$ cat src/rtl/sel_sequencer.sv
// Step-table stimulus sequencer driving A/B/C/SEL1/SEL2 of the top selection datapath.
// Optional build macro SEL_SEQUENCER_LOOP_EN: wrap to step 0 after the last step instead of finishing.
module sel_sequencer #(
  parameter int DWELL_W   = 8,
  parameter int LAST_STEP = 3
) (
  input  logic               clk,
  input  logic               rst,
  input  logic               wr_en,
  input  logic [1:0]         wr_addr,
  input  logic [DWELL_W+6:0] wr_data,
  input  logic               start,
  input  logic               abort,
  output logic               A,
  output logic               B,
  output logic               C,
  output logic [1:0]         SEL1,
  output logic [1:0]         SEL2,
  output logic               busy,
  output logic               strobe,
  output logic               done
);

  localparam int EW = DWELL_W + 7;

  typedef enum logic [1:0] {IDLE, RUN, DONE} state_t;

  state_t               state, next_state;
  logic [EW-1:0]        table_q [4];
  logic [1:0]           step;
  logic [DWELL_W-1:0]   cnt;
  logic [6:0]           drive;
  logic                 last_cycle, at_last_step, load;
  logic [1:0]           load_idx;
  logic [EW-1:0]        load_entry;
  logic [DWELL_W-1:0]   load_dwell;

  assign last_cycle   = (cnt == DWELL_W'(1));
  assign at_last_step = (step == 2'(LAST_STEP));

  always_ff @(posedge clk) begin
    if (rst) state <= IDLE;
    else     state <= next_state;
  end

  always_comb begin
    next_state = state;
    unique case (state)
      IDLE: if (start && !abort) next_state = RUN;
      RUN: begin
        if (abort) next_state = IDLE;
`ifdef SEL_SEQUENCER_LOOP_EN
        else       next_state = RUN;
`else
        else if (last_cycle && at_last_step) next_state = DONE;
`endif
      end
      DONE:    next_state = IDLE;
      default: next_state = IDLE;
    endcase
  end

  // A load happens on run entry and on every step boundary that stays in RUN.
  always_comb begin
    load     = 1'b0;
    load_idx = '0;
    if (state == IDLE && next_state == RUN) begin
      load = 1'b1;
    end else if (state == RUN && !abort && last_cycle) begin
      if (!at_last_step) begin
        load     = 1'b1;
        load_idx = step + 2'd1;
      end
`ifdef SEL_SEQUENCER_LOOP_EN
      else begin
        load = 1'b1;
      end
`endif
    end
  end

  assign load_entry = table_q[load_idx];
  assign load_dwell = (load_entry[DWELL_W-1:0] == '0) ? DWELL_W'(1) : load_entry[DWELL_W-1:0];

  always_ff @(posedge clk) begin
    if (rst) begin
      for (int unsigned i = 0; i < 4; i++) table_q[i] <= '0;
      step  <= '0;
      cnt   <= '0;
      drive <= '0;
    end else begin
      if (wr_en && !busy) table_q[wr_addr] <= wr_data;
      if (load) begin
        step  <= load_idx;
        cnt   <= load_dwell;
        drive <= load_entry[EW-1:DWELL_W];
      end else if (next_state != RUN) begin
        step  <= '0;
        cnt   <= '0;
        drive <= '0;
      end else if (cnt != '0) begin
        cnt <= cnt - DWELL_W'(1);
      end
    end
  end

`ifdef SEL_SEQUENCER_LOOP_EN
  logic wrap_q;

  // Flags the first cycle of each repeated pass; the initial pass is not a wrap.
  always_ff @(posedge clk) begin
    if (rst) wrap_q <= 1'b0;
    else     wrap_q <= load && (state == RUN) && (load_idx == 2'd0);
  end
`endif

  always_comb begin
    {A, B, C, SEL1, SEL2} = drive;
    busy   = (state == RUN);
    strobe = (state == RUN) && last_cycle;
`ifdef SEL_SEQUENCER_LOOP_EN
    done   = wrap_q;
`else
    done   = (state == DONE);
`endif
  end

endmodule
$ cat config.mk
export PLATFORM = sky130hd
export DESIGN_NAME = sel_sequencer
export DESIGN_NICKNAME = d
export VERILOG_FILES = /design/src/rtl/sel_sequencer.sv
export SDC_FILE = /design/constraint.sdc
export NUM_CORES = 1
export LEC_CHECK = 0
export CAP_MARGIN = 5
export CORE_MARGIN = 10
export CORE_UTILIZATION = 57
export DETAILED_ROUTE_END_ITERATION = 10
export PLACE_DENSITY = 0.79
export SLEW_MARGIN = 20
export SYNTH_ARGS = -nofsm -noshare
export SYNTH_HDL_FRONTEND = slang
export SYNTH_SLANG_ARGS = --single-unit
$ cat constraint.sdc
create_clock -name clk -period 5.6 [get_ports clk]
set_clock_uncertainty 0.05 [all_clocks]
set_input_delay 0.56 -clock clk [delete_from_list [all_inputs] [get_ports clk]]
set_output_delay 0.56 -clock clk [all_outputs]
set_load 0.05 [all_outputs]
# Word level (Yosys, flattened, before mapping)

Memories as Yosys holds them, arrays and structs flattened.
Index checks and enable logic that the tools add are counted.

Bits in read-only memories: 0
Register bits: 19
Bits in latches: 0
Output and inout port bits: 10
Logic and storage cells: 54
Bits of input ports: 22
Memories: 1
Bits in writable memories: 60

Equal/unequal tests: 6
Multipliers: 0
Reductions and logical operators: 15
Muxes and demuxes: 26
$add $sub $neg: 2
Divide/modulo/power cells: 0
Bitwise operators: 0
Shift operators: 0
Order comparisons: 0

Memories:

| name    | depth | width | read ports | clocked after memory_dff | wr ports | line | RTL |
|---|---|---|---|---|---|---|---|
| table_q | 4     | 15    | 1          | 0                        | 4        | 29   | `logic [EW-1:0] table_q [4];` |

Operator list:

| kind                                                                     | number |
|---|---|
| 8-bit two-way mux                                                        | 4 |
| 2-bit two-way mux                                                        | 9 |
| 15-bit two-way mux                                                       | 1 |
| 15-bit OR reduction                                                      | 1 |
| 7-bit two-way mux                                                        | 2 |
| 1-bit two-way mux                                                        | 9 |
| 8-bit by 1-bit == test with 1-bit output (second input constant)         | 1 |
| 8-bit zero test                                                          | 1 |
| 8-bit nonzero test                                                       | 1 |
| 8-bit by 1-bit subtractor with 8-bit output (second input constant)      | 1 |
| 1-bit logical AND                                                        | 7 |
| 2-bit by 1-bit == test with 1-bit output (second input constant)         | 2 |
| 2-bit == test (second input constant)                                    | 2 |
| 2-bit one-hot mux with 2 select lines                                    | 1 |
| 3-bit nonzero test                                                       | 1 |
| 2-bit by 1-bit adder with 2-bit output (second input constant)           | 1 |
| 1-bit zero test                                                          | 2 |
| 2-bit zero test                                                          | 1 |
| 2-bit by 1-bit inequality test with 1-bit output (second input constant) | 1 |
| 2-bit nonzero test                                                       | 1 |

# Depth between registers and ports, before layout

Gate-level depths: netlist of the first run.
An unclocked memory read counts as a cell.

Word-level depth: 12
Mapped depth: 8
Gate-level depth less buffers: 7

# Worst setup path after synthesis of the first run

OpenSTA, ideal clock, no wires.

Path type: register -> output
Start point: register cnt[1]
End point: output strobe
Arrival: 1681 ps
Stages on the path, launching flop included: 6
Setup slack: 3309 ps
Path buffers: 0
Data required time: 4990 ps
Cell sequence: dfxtp_1 > inv_1 > ha_1 > nor3b_2 > nand2_1 > nor2_1

Cells in the longest elaborated chain, start to end: 2

Ends and longest elaborated chain:

| item                                     | line | RTL |
|---|---|---|
| from (decl)                              | 31   | `logic [DWELL_W-1:0] cnt;` |
| from (signal assigned)                   | 95   | `cnt <= load_dwell;` |
| from (signal assigned)                   | 102  | `cnt <= cnt - DWELL_W'(1);` |
| 8-bit by 1-bit == test with 1-bit output | 38   | `assign last_cycle = (cnt == DWELL_W'(1));` |
| 1-bit logical AND                        | 120  | `strobe = (state == RUN) && last_cycle;` |
| to (decl)                                | 20   | `output logic strobe,` |

Every way passes these cells.

# Worst setup path after layout of the first run

Same ends and word-level chain as after synthesis.

==> impl_results.md, run 1 <==
* Antenna cells at 0
* Met1 Usage GRT at 0.212
* Routed Antenna Nets at 0
* Core box area at between 6000 and 7000 um^2
* Worst-Skew Late Latency at ~0.34 ns
* Synth top area cells: edfxtp_1, and2_1, dfxtp_1, mux2i_1, nand2_1
* Clk buf depth at 2
* Crit path launch: cnt[1]
* Pwr Total at between 1 and 1.5 mW
* Postcts setup bufs at 0
* Hold-fix buffers at CTS at 0
* HP Class: register to register
* Worst path max stage delay at 0.82 ns
* Syn_area_per_cell at 12.1 um^2
* Busiest grt layer: met2
* Fin crit share at 0.554
* Async SR Flop Fraction at 0
* Clock slew at reported path FFs at roughly 0.080 ns
* R2R depth at 6
* Grt total ovfl at 0
* Worst r2r src: cnt[1]
* Vias per cell at 5.81
* Die W at just over 100 um
* CTS tree: built
* Drt wl/cell at 18.0 um
* Min-delay src: step[1]
* Setup crit end kind: output port
* GRT Total Usage at 0.160
* HPWL Detailed at roughly 5400 um
* Largest net degree at the start of global routing at 32
* Yosys cell types at 47
* Die area at 10400 um^2
* Reg2Reg Setup Slack at 2.99 ns
* Sequential area share after synthesis at 0.571
* Core Util, Final at 0.688
* Mapped Nets at between 300 and 400
* RSZ-0062 raised after global routing: no
* Drt total wl at 7850 um
* Post-cts resize count at 0
* Peak VDD IR at 0.191 mV
* Synth-to-layout area growth at 15.6%
* NumNets Final at about 380
* Cells after synthesis at 317
* Run status: finished, final reports clean
* Least-Margin Pin Slew at ~1.1 ns
* Max frequency at 0.322 GHz
* Htree depth at 3
* Final max-slew violation count at 0
* DRC at 0
* IO Count at 32
* Fin Setup TNS at 0 ns
* Initial Utilization at 0.595
* Crit Path Class: register to output port
* Share of layout cells above drive strength 1 at 0.112
* Max_cap viols at 0
* YS warnings at 0
* Routed via count at 2527
* Yosys top cell area share at 0.472
* Critical path capture point: strobe
* GR Layer Usage met3 at 0.0439
* Power per cell area at 267 nW/um^2
* #FFs+latches synth at 79
* Worst path cell trace: inv_1 > ha_1 > nor3b_2 > nand2_1 > nor2_1 > clkdlybuf4s50_1
* Setup violations, final at 0
* Clk sink count at 79
* Clock root cell: clkbuf_8
* Site Rows at 29
* Peak fanout along the critical path at 5
* Vias in the first global route at 2585
* Die Y at about 100 um
* Worst Path Required at ~5.0 ns
* Cell Area, Synth at 3820 um^2
* First-pass GRT wire length at around 13000 um
* Most used DFF post-synth: edfxtp_1
* Arr. time, crit path at between 2 and 2.5 ns
* CP max stage cell: clkdlybuf4s50_1
* DRT iter0 DRCs at 165
* Biggest area consumer among synthesized cells: edfxtp_1
* GRT met2 Usage at 0.246
* Total iterations of the first detailed-routing run at 4
* P_leak at 1.79 nW
* Final hold vios at 0
* CP startpoint kind: register
* Minimum clock period at 3.10 ns
* CTS buffer count at 9
* Initial antenna violation count at 0
* IO buf count at 31
* Post-synth EDFFs at 60
* Placer Congestion at 0.836
* Reg-to-reg critical path endpoint: drive[6]
* Relative max-transition margin at 0.257
[worst min path at each step]
stage	to	depth (start not counted)	slack [ns]
6_report	step[1]	2	0.42
5_1_grt	drive[2]	1	0.44
4_1_cts	step[1]	2	0.42
3_5_place_dp	step[1]	2	0.41
3_3_place_gp	step[1]	2	0.40
2_1_floorplan	step[1]	2	0.39
[routing by layer]
metal / up-vias / routed length (um)
met2: 56 / 3770
li1: 1239 / -
met4: 0 / 29
met3: 2 / 383
met5: - / 0
met1: 1230 / 3670
[cell usage after synthesis, types with 2 or more instances]
cell type and number:
and2_1 61, edfxtp_1 60, mux2i_1 29, nand2_1 26
dfxtp_1 19, nor2_1 12, a21oi_1 7, a32o_1 7
nor3_1 7, clkbuf_1 6, inv_1 6, mux2_2 6
o22ai_1 6, ha_1 4, o21ai_0 4, or4_1 4
xnor2_1 4, buf_2 3, nand2b_1 3, nor4_1 3
or2_2 3, or3b_2 3, a31oi_1 2, a41oi_1 2
nand3_1 2, nor2b_1 2, nor3b_2 2, nor4b_1 2
o211ai_1 2, o21bai_1 2, xor2_1 2
[power breakdown]
group	total, mW	switching [mW]	internal (mW)
Combinational	0.109	0.0604	0.0487
Sequential	0.676	0.0151	0.661
Clock	0.394	0.193	0.201
Total	1.18	0.269	0.911
[critical path, delay by kind of cell (launching register included)]
kind | cells | cell delay (ns)
buffers and inverters | 2 | 0.94
AND/OR/NAND/NOR | 3 | 0.67
flip-flops | 1 | 0.33
adder cells (fa/ha/maj) | 1 | 0.22
[cells in the final DEF, fill, tap and decap left out, types with 4 or more instances in the layout]
master | synthesis | layout
clkdlybuf4s50_1 | 0 | 31
mux2_2 | 6 | 6
nor3_1 | 7 | 6
o21ai_0 | 4 | 4
edfxtp_1 | 60 | 60
clkbuf_8 | 0 | 10
ha_1 | 4 | 4
nand2_1 | 26 | 26
nor2_1 | 12 | 12
a21oi_1 | 7 | 7
inv_1 | 6 | 6
mux2i_1 | 29 | 29
a32o_1 | 7 | 7
and2_1 | 61 | 61
dfxtp_1 | 19 | 19
xnor2_1 | 4 | 4
o22ai_1 | 6 | 6
buf_4 | 1 | 4
or4_1 | 4 | 4
[state kept, by name, indices dropped and copies added (netlist names)]
| name | flops |
|---|---|
| step | 2 |
| table_q | 60 |
| drive | 7 |
| state | 2 |
| cnt | 8 |
[cell families after synthesis]
family,synth area share
and+or+nand+nor,0.218
DFF,0.571
AOI/OAI and AO/OA,0.0724
muxes,0.0937
buffers and inverters,0.0177
xor gates and xnor gates,0.0138
adders and majority gates,0.0131
[layout make-up]
class	instances	area (um^2)
clock buffer	14	174
clock inverter	2	13.8
fill	453	2010
inverter	6	22.5
multi-input combinational	222	1590
sequential	79	2180
tap	77	96.3
timing repair buffer	35	340
[through the flow]
stage               area (um^2)  worst slack, ns  hold slack (ns)  cells
global route               4420             2.30            0.444    435
global placement           4230             2.72            0.399    419
detailed placement         4230             2.60            0.407    419
CTS                        4420             2.50            0.418    435
finish                     4420             2.50            0.417    435
floorplan                  3820             3.31            0.386    317
No activity file was read; power rests on OpenSTA's default activity.
==> inputs of run 2 (changes only) <==
==> constraint.sdc (replaced) <==
create_clock -name clk -period 3 [get_ports clk]
set_clock_uncertainty 0.05 [all_clocks]
set_input_delay 0.3 -clock clk [delete_from_list [all_inputs] [get_ports clk]]
set_output_delay 0.3 -clock clk [all_outputs]
set_load 0.05 [all_outputs]
==> run 2 against run 1 <==
Clock power increased by 90%; design area increased by 0.59%; via count increased by 0.63%; die area unchanged; critical path depth unchanged.
==> impl_results.md, run 2 (same netlist as run 1, synthesis figures left out) <==
* Max frequency at 0.358 GHz
* Final max-slew violation count at 0
* Max_cap viols at 0
* Clk sink count at about 80
* DRT iter0 DRCs at about 110
* HPWL Detailed at about 5700 um
* Non-filler cells, final at 439
* Peak fanout along the critical path at 5
* DRC at 0
* Grt total ovfl at 0
* Worst-Skew Late Latency at 0.34 ns
* First-pass GRT wire length at between 10000 and 15000 um
* Placer Congestion at 0.861
* Largest net degree at the start of global routing at 23
* NumNets Final at 383
* Worst path cell trace: inv_1 > ha_1 > nor3b_2 > nand2_1 > nor2_1 > clkdlybuf4s50_1
* IO Count at 32
* Worst path max stage delay at about 0.82 ns
* Top flop regs: table_q: 60 flops, cnt: 8 flops, drive: 7 flops
* Synth-to-layout area growth at 16.3%
* Clk buf depth at 2
* Final hold vios at 0
* Die W at 102 um
* GRT met2 Usage at 0.271
* Routed Antenna Nets at 0
* Routed via count at 2543
* Core box area at around 6400 um^2
* Die area at approximately 10000 um^2
* Busiest grt layer: met2
* P_leak at between 1.5 and 2 nW
* Met1 Usage GRT at 0.199
* Total iterations of the first detailed-routing run at 4
* Site Rows at 29
* Peak VDD IR at 0.376 mV
* Power per cell area at 498 nW/um^2
* Arr. time, crit path at 2.44 ns
* Post-place instance area at 4250 um^2
* CTS buffer count at 9
* Core Util, Final at 0.692
* GRT Total Usage at 0.163
* Postcts setup bufs at 0
* Placed cells at between 400 and 500
* CP startpoint kind: register
* IO buf count at 31
* Antenna cells at 0
* Drt total wl at around 8000 um
* Share of layout cells above drive strength 1 at 0.119
* Vias in the first global route at approximately 2600
* Final setup margin at 0.206 ns
* Buffers & Inverters on Critical Path at 2
* RSZ-0062 raised after global routing: no
* Largest Register: table_q
* Number of flip-flops in the largest register at 60
* Die Y at around 100 um
* Run status: finished, final reports clean
* GR Layer Usage met3 at 0.0412
* Worst Path Required at 2.65 ns
* Post-route cell area at 4440 um^2
* Initial Utilization at 0.595
* Drt wl/cell at 18.4 um
* Min Hold Slack at 0.422 ns
* CTS tree: built
* Relative max-transition margin at 0.307
* Pre-CTS WS at 0.575 ns
* Commonest non-fill, non-tap cells in the layout: and2_1, edfxtp_1, clkdlybuf4s50_1, mux2i_1, nand2_1
* Fin Setup TNS at 0 ns
* HP Class: register to register
* Clock root cell: clkbuf_8
* Setup crit end kind: output port
* Htree depth at 3
* Setup violations, final at 0
* Pwr Total at ~2.2 mW
* Crit Path Class: register to output port
* Clock slew at reported path FFs at roughly 0.08 ns
* Fill count at 473
* Hold-fix buffers at CTS at 0
* CP max stage cell: clkdlybuf4s50_1
* Commonest non-fill, non-tap cell in the layout: and2_1
* Vias per cell at 5.79
* Fin crit share at 0.931
* Top delay family on crit path: buffers and inverters
* Least-Margin Pin Slew at 1.03 ns
* Initial antenna violation count at 0
* Minimum clock period at 2.79 ns
* Post-cts resize count at 0
[run 2: changes by cell type in the layout (fill, tap and decap cells not counted)]
cell / change
buf_4: +4
bufinv_16: +1
clkbuf_1: -2
clkbuf_16: -1
clkbuf_8: -1
clkinv_1: +2
clkinv_2: -1
clkinvlp_4: +2
nor3_1: +1
nor3_2: -1
[run 2: final timing paths]
check                              from       end  slack (ns)  cells after the start
worst max-delay path             cnt[1]    strobe        0.21                      6
worst min-delay path            step[1]   step[1]        0.42                      2
worst min register to register  step[1]   step[1]        0.42                      2
worst max register to register   cnt[1]  drive[5]        0.50                      6
[run 2: worst reg2reg max path, cell delays in order (launching register included)]
cell and delay [ns]:
dfxtp_1 0.33, inv_1 0.11, ha_1 0.21, nor3b_2 0.34, a41oi_1 0.25, nor3_1 0.85, a32o_1 0.29
[run 2: routing by layer]
layer,wire (um),vias to the layer above,share of wire
li1,-,1247,-
met1,3580,1208,0.44
met2,3860,73,0.48
met3,472,15,0.059
met4,142,0,0.018
met5,0,-,0
[run 2: final cells by class]
| class | count | area, um^2 | share of cell area |
|---|---|---|---|
| sequential | 79 | 2180 | 0.491 |
| multi-input combinational | 222 | 1580 | 0.356 |
| timing repair buffer | 39 | 370 | 0.0834 |
| clock buffer | 10 | 128 | 0.0287 |
| tap | 77 | 96.3 | 0.0217 |
| clock inverter | 6 | 61.3 | 0.0138 |
| inverter | 6 | 22.5 | 0.00507 |
[run 2: power breakdown]
group	switching, mW	internal, mW
registers	0.0278	1.23
logic	0.114	0.0924
clock network	0.366	0.380
total	0.508	1.71
